===== src/rtl/fetch_stage_if.sv =====
// Fetch stage bus bundle: instruction-memory request/response plus the
// decode-side valid/ready handshake and the execute redirect.
interface fetch_stage_if;
    logic        imem_req;
    logic [31:0] imem_addr;
    logic        imem_gnt;
    logic        imem_rvalid;
    logic [31:0] imem_rdata;
    logic        redirect;
    logic [31:0] redirect_pc;
    logic        instr_valid;
    logic [31:0] instr;
    logic [31:0] instr_pc;
    logic        instr_ready;

    // Seen from the fetch stage.
    modport master (
        output imem_req, imem_addr,
        input  imem_gnt, imem_rvalid, imem_rdata,
        input  redirect, redirect_pc,
        output instr_valid, instr, instr_pc,
        input  instr_ready
    );

    // Seen from memory, execute and decode.
    modport slave (
        input  imem_req, imem_addr,
        output imem_gnt, imem_rvalid, imem_rdata,
        output redirect, redirect_pc,
        input  instr_valid, instr, instr_pc,
        output instr_ready
    );
endinterface


===== src/rtl/fetch_stage.sv =====
// RV32I instruction fetch stage: owns the PC, keeps at most FIFO_DEPTH words
// either in flight or buffered, and hands them to decode in order.
module fetch_stage #(
    parameter logic [31:0] RESET_PC   = 32'h0000_0000,
    parameter int unsigned FIFO_DEPTH = 4
) (
    input logic          clk,
    input logic          rstn,
    fetch_stage_if.master bus
);
    localparam int unsigned PW = $clog2(FIFO_DEPTH);
    localparam int unsigned CW = PW + 1;

    typedef logic [CW-1:0] cnt_t;
    typedef logic [PW-1:0] ptr_t;

    logic [31:0] pc_q, pc_d;
    logic [31:0] resp_pc_q, resp_pc_d;
    cnt_t        outst_q, outst_d;
    cnt_t        discard_q, discard_d;
    cnt_t        count_q, count_d;
    ptr_t        wptr_q, wptr_d;
    ptr_t        rptr_q, rptr_d;
    logic        req_en_q, req_en_d;
    logic [63:0] mem_q [FIFO_DEPTH];

    logic [CW:0] in_use;
    logic        fire;
    logic        push;
    logic        pop;
    logic [31:0] tgt;

    // Handshake outputs; the credit check uses registered counts only.
    always_comb begin
        in_use          = {1'b0, outst_q} + {1'b0, count_q};
        bus.imem_req    = req_en_q & ~bus.redirect & (in_use < (CW + 1)'(FIFO_DEPTH));
        bus.imem_addr   = {pc_q[31:2], 2'b00};
        bus.instr_valid = (count_q != '0);
        bus.instr       = bus.instr_valid ? mem_q[rptr_q][63:32] : 32'h0;
        bus.instr_pc    = bus.instr_valid ? mem_q[rptr_q][31:0]  : 32'h0;
        fire            = bus.imem_req & bus.imem_gnt;
        pop             = bus.instr_valid & bus.instr_ready;
        tgt             = {bus.redirect_pc[31:2], 2'b00};
    end

    // Next-state: PC, in-flight accounting, discard of stale responses, FIFO pointers.
    always_comb begin
        pc_d      = pc_q;
        resp_pc_d = resp_pc_q;
        outst_d   = outst_q;
        discard_d = discard_q;
        count_d   = count_q;
        wptr_d    = wptr_q;
        rptr_d    = rptr_q;
        req_en_d  = 1'b1;
        push      = 1'b0;

        if (fire && !bus.imem_rvalid) begin
            outst_d = outst_q + cnt_t'(1);
        end else if (!fire && bus.imem_rvalid) begin
            outst_d = outst_q - cnt_t'(1);
        end
        if (fire) begin
            pc_d = pc_q + 32'd4;
        end

        if (bus.redirect) begin
            // Everything still in flight after this cycle belongs to the old path.
            pc_d      = tgt;
            resp_pc_d = tgt;
            discard_d = outst_d;
            count_d   = '0;
            wptr_d    = '0;
            rptr_d    = '0;
        end else begin
            if (bus.imem_rvalid) begin
                if (discard_q != '0) begin
                    discard_d = discard_q - cnt_t'(1);
                end else begin
                    push      = 1'b1;
                    resp_pc_d = resp_pc_q + 32'd4;
                end
            end
            if (push) wptr_d = wptr_q + ptr_t'(1);
            if (pop)  rptr_d = rptr_q + ptr_t'(1);
            count_d = count_q + cnt_t'(push) - cnt_t'(pop);
        end
    end

    // State register with synchronous active-low reset.
    always_ff @(posedge clk) begin
        if (!rstn) begin
            pc_q      <= RESET_PC;
            resp_pc_q <= RESET_PC;
            outst_q   <= '0;
            discard_q <= '0;
            count_q   <= '0;
            wptr_q    <= '0;
            rptr_q    <= '0;
            req_en_q  <= 1'b0;
        end else begin
            pc_q      <= pc_d;
            resp_pc_q <= resp_pc_d;
            outst_q   <= outst_d;
            discard_q <= discard_d;
            count_q   <= count_d;
            wptr_q    <= wptr_d;
            rptr_q    <= rptr_d;
            req_en_q  <= req_en_d;
        end
    end

    // Buffer storage; contents are only visible through count_q, so no reset.
    always_ff @(posedge clk) begin
        if (push && rstn) begin
            mem_q[wptr_q] <= {bus.imem_rdata, resp_pc_q};
        end
    end

    a_rvalid_outst : assert property (@(posedge clk) disable iff (!rstn)
        bus.imem_rvalid |-> (outst_q != '0));
    a_fifo_bound : assert property (@(posedge clk) disable iff (!rstn)
        count_q <= cnt_t'(FIFO_DEPTH));
    a_addr_align : assert property (@(posedge clk) disable iff (!rstn)
        bus.imem_addr[1:0] == 2'b00);
endmodule


===== src/flat_wrapper.sv =====
// flat-port wrapper written by rule: the top's interface ports become plain ports
module fetch_stage_flat 
#(
    parameter logic [31:0] RESET_PC   = 32'h0000_0000,
    parameter int unsigned FIFO_DEPTH = 4
)
  (clk, rstn, bus_imem_req, bus_imem_addr, bus_imem_gnt, bus_imem_rvalid, bus_imem_rdata, bus_redirect, bus_redirect_pc, bus_instr_valid, bus_instr, bus_instr_pc, bus_instr_ready);
  fetch_stage_if bus_i ();
  input logic clk;
  input logic rstn;
  output wire logic [$bits(bus_i.imem_req)-1:0] bus_imem_req;
  output wire logic [$bits(bus_i.imem_addr)-1:0] bus_imem_addr;
  input wire logic [$bits(bus_i.imem_gnt)-1:0] bus_imem_gnt;
  input wire logic [$bits(bus_i.imem_rvalid)-1:0] bus_imem_rvalid;
  input wire logic [$bits(bus_i.imem_rdata)-1:0] bus_imem_rdata;
  input wire logic [$bits(bus_i.redirect)-1:0] bus_redirect;
  input wire logic [$bits(bus_i.redirect_pc)-1:0] bus_redirect_pc;
  output wire logic [$bits(bus_i.instr_valid)-1:0] bus_instr_valid;
  output wire logic [$bits(bus_i.instr)-1:0] bus_instr;
  output wire logic [$bits(bus_i.instr_pc)-1:0] bus_instr_pc;
  input wire logic [$bits(bus_i.instr_ready)-1:0] bus_instr_ready;
  assign bus_imem_req = bus_i.imem_req;
  assign bus_imem_addr = bus_i.imem_addr;
  assign bus_i.imem_gnt = bus_imem_gnt;
  assign bus_i.imem_rvalid = bus_imem_rvalid;
  assign bus_i.imem_rdata = bus_imem_rdata;
  assign bus_i.redirect = bus_redirect;
  assign bus_i.redirect_pc = bus_redirect_pc;
  assign bus_instr_valid = bus_i.instr_valid;
  assign bus_instr = bus_i.instr;
  assign bus_instr_pc = bus_i.instr_pc;
  assign bus_i.instr_ready = bus_instr_ready;
  fetch_stage #(.RESET_PC(RESET_PC), .FIFO_DEPTH(FIFO_DEPTH)) u_core (.clk(clk), .rstn(rstn), .bus(bus_i));
endmodule

===== config.mk =====
export PLATFORM = sky130hd
export DESIGN_NAME = fetch_stage_flat
export DESIGN_NICKNAME = d
export VERILOG_FILES = /design/src/rtl/fetch_stage_if.sv /design/src/rtl/fetch_stage.sv /design/src/flat_wrapper.sv
export SDC_FILE = /design/constraint.sdc
export NUM_CORES = 1
export LEC_CHECK = 0
export ABC_AREA = 1
export BUFFER_PORTS_ARGS = -buffer_cell sky130_fd_sc_hd__buf_2
export CAP_MARGIN = 20
export CORE_MARGIN = 1
export CORE_UTILIZATION = 59
export CTS_CLUSTER_SIZE = 20
export DETAILED_ROUTE_END_ITERATION = 10
export PLACE_DENSITY = 0.8
export SLEW_MARGIN = 0
export SYNTH_ARGS = -nofsm -noshare
export SYNTH_HDL_FRONTEND = slang
export SYNTH_SLANG_ARGS = --single-unit

===== constraint.sdc =====
create_clock -name clk -period 5.97 [get_ports clk]
set_clock_uncertainty 0.05 [all_clocks]
set_input_delay 1.791 -clock clk [delete_from_list [all_inputs] [get_ports clk]]
set_output_delay 1.791 -clock clk [all_outputs]
set_load 0.05 [all_outputs]

**Yosys cells after proc, flatten, opt, wreduce, memory -nomap -nowiden**

Memory sizes are Yosys's and may differ from the RTL's. A register that Yosys moved wholly into a read port is not among the register bits.
Cells that the tools add are included.

- Logic and storage cells: 65
- Memories kept: 1
- RAM bits: 256
- Output and inout port bits: 98
- Flip-flop bits (word level): 78

- Add/subtract/negate cells: 10
- Bitwise logic cells: 7
- Reduce and logical (&&, ||, !) cells: 14
- $lt $le $gt $ge: 1
- Equality and inequality tests: 1
- Muxes and demuxes: 21

Memories:

| name | depth | width | rd ports | clocked after memory_dff | write ports | RTL line | RTL |
|---|---|---|---|---|---|---|---|
| u_core.mem_q | 4 | 64 | 1 | 1 | 1 | fetch_stage.sv:25 | `logic [63:0] mem_q [FIFO_DEPTH];` |

Operators with widths:

| cell | number |
|---|---|
| 32-bit 2-to-1 mux | 7 |
| 32-bit by 3-bit adder with 32-bit output (second input constant) | 2 |
| 3-bit 2-to-1 mux | 5 |
| 1-bit 2-to-1 mux | 7 |
| 2-bit AND reduction | 3 |
| 2-bit nonzero test | 3 |
| 3-bit nonzero test | 2 |
| 3-bit by 1-bit subtractor with 3-bit output (second input constant) | 2 |
| 2-bit by 1-bit adder with 2-bit output (second input constant) | 2 |
| 3-bit by 3-bit adder with 4-bit output | 1 |
| 1-bit bitwise AND | 4 |
| 4-bit by 3-bit less-than comparator with 1-bit output (second input constant) | 1 |
| 2-bit 2-to-1 mux | 2 |
| 3-bit by 1-bit adder with 3-bit output | 1 |
| 3-bit by 1-bit adder with 3-bit output (second input constant) | 1 |
| 1-bit logical AND | 3 |
| 1-bit inverter | 3 |
| 3-bit by 1-bit subtractor with 3-bit output | 1 |
| 1-bit zero test | 2 |
| 2-bit inequality test (second input constant) | 1 |
| 2-bit OR reduction | 1 |

**Logic depth before layout (Yosys ltp)**

- Depth in word-level cells: 9
- Gate-level depth with buffers: 12

**Worst setup path before layout**

OpenSTA, ideal clock, no wires.

- Path kind: in2reg
- From: input rstn
- To: memory u_core.mem_q[0][10], enable pin
- Setup slack: 0.585 ns
- Setup time: 0.482 ns
- Arrival time: 4.852 ns
- Stages on the path: 4
- Data required time: 5.438 ns
- Cell sequence: inv_1 -> nor2_1 -> nand2_1 -> nor2_1

- Word-level cells in the longest chain between the ends: 3

Ends and longest elaborated chain:

| item | RTL line | RTL |
|---|---|---|
| start: declaration | flat_wrapper.sv:10 | `input logic rstn;` |
| 1-bit logical AND | fetch_stage.sv:115 | `if (push && rstn) begin` |
| 1-bit 2-to-1 mux | fetch_stage.sv:115 |  |
| 1-bit 2-to-1 mux (not written as such) | fetch_stage.sv:116 | `mem_q[wptr_q] <= {bus.imem_rdata, resp_pc_q};` |
| end: declaration | fetch_stage.sv:25 |  |

Every way passes these cells.

==> run_results.csv <==
group,metric,value,unit
sta,achievable-frequency,206.3,MHz
finish,fillers,1844,
yosys,synth_enable_flop_cells,248,
power_and_ir_drop,power_leakage,6.385,nW
drt,detail_route.vias_per_cell,5.552,
finish,final_cell_count_no_fill,2026,
drt,drt.antenna.violating_nets,0,
critical_path,critical_path_class,"register to output pin",
sta,setup_viol_count_final,0,
clock_tree,post-cts-setup-buffers,0,
min_path,holdPathEnd,"u_core.rptr_q[0]",
place,place.port_buffers,161,
critical_path,crit_chain,"buf_4 > nor2_1 > nor2_1 > o21ai_0 > a21oi_1 > buf_2",
sta,timing_max_transition_violations_final,0,
die,boundaryPins,168,
clock_tree,clock_tree_from_tritoncts,"yes",
clock_tree,cts_max_level,1,
clock_tree,clk_pin_slew_worst_paths,60,ps
min_path,hold_path_class,"register to register",
yosys,synth-seq-cells,324,
power_and_ir_drop,vdd_ir_drop_max,0.2354,mV
die,die_x,159.2,um
die,full_die_area,25360,um^2
critical_path,critical_path_top_delay_cell,"sky130_fd_sc_hd__dfxtp_4",
sta,tns,0,ps
sta,grt_setup_unrepaired,"no",
critical_path,rr_worst_depth,7,
sta,layout_worst_path_cycle_share,81.20,%
die,die_h,159.2,um
critical_path,regToRegEndpoint,"u_core.mem_q[3][27]",
critical_path,worst-r2r-setup-slack,3230,ps
critical_path,origin_of_the_critical_flop_to_flop_path,"u_core.discard_q[0]",
yosys,post_synth_inst_count,1538,
clock_tree,cts_root_buffer,"sky130_fd_sc_hd__clkbuf_16",
drt,vias,11248,
grt,global_route.overflow_total,0,
clock_tree,maximum_count_of_clock_buffers_along_a_single_path,3,
drt,routed_wire_length_per_instance,16.90,um
power_and_ir_drop,power_per_cell_area,320.7,nW/um^2
drt,drtPass1Iterations,7,
critical_path,end_kind,"output pin",
critical_path,critical-path-max-stage-delay,740,ps
run,max-cap-violations,0,
yosys,postSynthAreaPerCell,9.484,um^2
yosys,yosysSeqAreaShare,61.49,%
place,dp_hpwl,21.16,mm
critical_path,critical_path.max_fanout,70,
grt,number_of_antenna_violations_at_the_first_check_in_global_routing,0,
sta,min_period,4848,ps
sta,hold_viol,0,
drt,remaining_drc_errors,0,
grt,first_global_vias,10857,
yosys,ys_dominant_reg_cell,"sky130_fd_sc_hd__edfxtp_1",
yosys,yosys_warnings,0,
grt,grt_max_degree,71,
die,area_of_the_core,24250,um^2
clock_tree,clock_sink_count,324,
run_status,status,"finished clean",
min_path,hold-path-cell-count,1,
min_path,hold_path_startpoint,"u_core.rptr_q[0]",
die,placementRows,57,
power_and_ir_drop,finalPower,0.005353,W
grt,grt_util_all_layers,27.09,%
critical_path,signal_arrival_time_at_the_worst_endpoint,3010,ps
critical_path,critical_path.startpoint_type,"register",
sta,pin_slew_with_the_least_headroom_to_its_limit,1066,ps
clock_tree,insertion_delay_to_the_later_sink_of_the_worst_skew_pair,540,ps
sta,relSlewSlack,28.95,%
finish,number_of_nets_in_the_finished_design,1764,
critical_path,path_common_cell,"sky130_fd_sc_hd__nor2_1",
drt,wirelength,34.25,mm
drt,detailedRoute.firstIterationViolations,1130,
clock_tree,cts_resized,0,
die,start_util,60.15,%
yosys,synth.cell_area,14590,um^2
critical_path,critPathRequiredTime,4130,ps
place,routability_driven_placement_congestion_ratio,0.9364,
place,placedCellCount,1971,
finish,ant_diodes,0,
yosys,fraction_of_registers_with_async_set_reset,0,%
finish,layout-area-overhead-vs-synth,14.42,%
grt,grt_first_pass_wirelength,54.41,mm
clock_tree,postCtsHoldBufs,0,
finish,post_route_cells_drive_above_1_share,15.98,%
clock_tree,tritoncts.num_buffers,30,
yosys,synth_cell_types,43,
per-layer routing:
metal,global-route usage (%),vias up,wire [um]
met1,35.77,5133,14050
met4,9.441,0,899
met3,3.595,75,2931
li1,-,5453,-
met5,0,-,0
met2,46.25,587,16370
worst max path at each step:
stage,endpoint,slack [ps],from,depth (start not counted)
floorplan,u_core.mem_q[0][10],590,rstn,4
global placement,bus_imem_req,1440,bus_redirect,5
detailed placement,bus_imem_req,1440,bus_redirect,5
CTS,bus_instr_pc[19],1140,register,6
global route,bus_instr_pc[21],910,register,6
finish,bus_instr_pc[19],1120,register,6
synthesized netlist by cell type (all sizes together) (12+ instances only):
cell / count / area [um^2]
nor2: 365 / 1439
nand2: 262 / 1041
edfxtp: 248 / 7447
o21ai: 165 / 825.8
a21oi: 107 / 543.0
inv: 101 / 384.1
dfxtp: 76 / 1521
nand3: 49 / 255.3
clkbuf: 42 / 157.7
xor2: 27 / 236.5
buf: 25 / 151.4
a31oi: 14 / 87.58
ha: 14 / 175.2
nor3: 12 / 90.09
cell families after synthesis:
kind of cell	share of synthesized area, %
other cells	0.02571
buf+inv	4.786
xor+xnor	1.741
flops	61.49
fa+ha+maj	1.338
compound gates	10.76
simple gates	19.87
worst max-delay path, delay by kind of cell, from the launching register on:
kind,cells,cell delay (ps)
buffers and inverters,2,1020
flip-flops,1,740
AO/OA/AOI/OAI,2,390
AND/OR/NAND/NOR,2,240
power by group:
group	switching (W)	internal, W	total [W]	leakage [nW]
Sequential	0.0000748	0.00249	0.00256	2.89
Clock	0.000788	0.00116	0.00195	0.510
Combinational	0.000647	0.000190	0.000837	2.98
registers in the layout (all words and copies together), names as in the netlist, named ones only:
signal,cells
u_core.outst_q,3
u_core.discard_q,3
u_core.mem_q,248
u_core.pc_q,30
u_core.req_en_q,1
u_core.count_q,3
u_core.wptr_q,2
u_core.resp_pc_q,30
u_core.rptr_q,2
cell type report:
| class | instances | area, um^2 | area share [%] |
|---|---|---|---|
| sequential | 324 | 8974 | 53.77 |
| timing repair buffer | 173 | 920.9 | 5.518 |
| clock inverter | 15 | 151.4 | 0.9071 |
| inverter | 102 | 389.1 | 2.332 |
| tap | 324 | 405.4 | 2.429 |
| multi-input combinational | 1048 | 4967 | 29.76 |
| clock buffer | 40 | 882.1 | 5.285 |
cell usage in the layout, fill, tap and decap left out, types with 3 or more instances in the layout:
master,synthesis,layout
sky130_fd_sc_hd__clkbuf_8,0,3
sky130_fd_sc_hd__a31oi_1,14,14
sky130_fd_sc_hd__conb_1,1,4
sky130_fd_sc_hd__nor3_1,6,6
sky130_fd_sc_hd__ha_1,14,14
sky130_fd_sc_hd__xor2_1,27,27
sky130_fd_sc_hd__o211ai_1,5,5
sky130_fd_sc_hd__inv_2,8,8
sky130_fd_sc_hd__clkbuf_16,0,33
sky130_fd_sc_hd__nor3_2,6,5
sky130_fd_sc_hd__nor2_2,12,12
sky130_fd_sc_hd__buf_4,7,10
sky130_fd_sc_hd__o21ai_0,161,161
sky130_fd_sc_hd__nand2_1,254,254
sky130_fd_sc_hd__o31ai_1,6,6
sky130_fd_sc_hd__clkinv_2,1,7
sky130_fd_sc_hd__edfxtp_1,248,248
sky130_fd_sc_hd__nand3b_1,3,3
sky130_fd_sc_hd__buf_2,13,161
sky130_fd_sc_hd__bufinv_16,0,3
sky130_fd_sc_hd__o21ai_1,4,4
sky130_fd_sc_hd__dfxtp_1,76,74
sky130_fd_sc_hd__a21oi_1,105,105
sky130_fd_sc_hd__clkbuf_1,42,4
sky130_fd_sc_hd__nor2_4,3,7
sky130_fd_sc_hd__inv_1,91,91
sky130_fd_sc_hd__clkinv_1,0,4
sky130_fd_sc_hd__nand2_2,4,4
sky130_fd_sc_hd__nand3_1,47,47
sky130_fd_sc_hd__nor2_1,349,345
sky130_fd_sc_hd__nand4_1,5,5
stage by stage:
stage	worst slack, ps	util, %	cell area, um^2	hold slack (ps)
floorplan	585.3	-	14600	391.6
global placement	1440	64.57	15660	399.5
detailed placement	1441	64.57	15660	421.3
CTS	1144	68.83	16690	432.7
global route	906.2	68.83	16690	446.1
finish	1122	68.83	16690	432.6
Note: power is estimated with default switching activity, not from simulation.
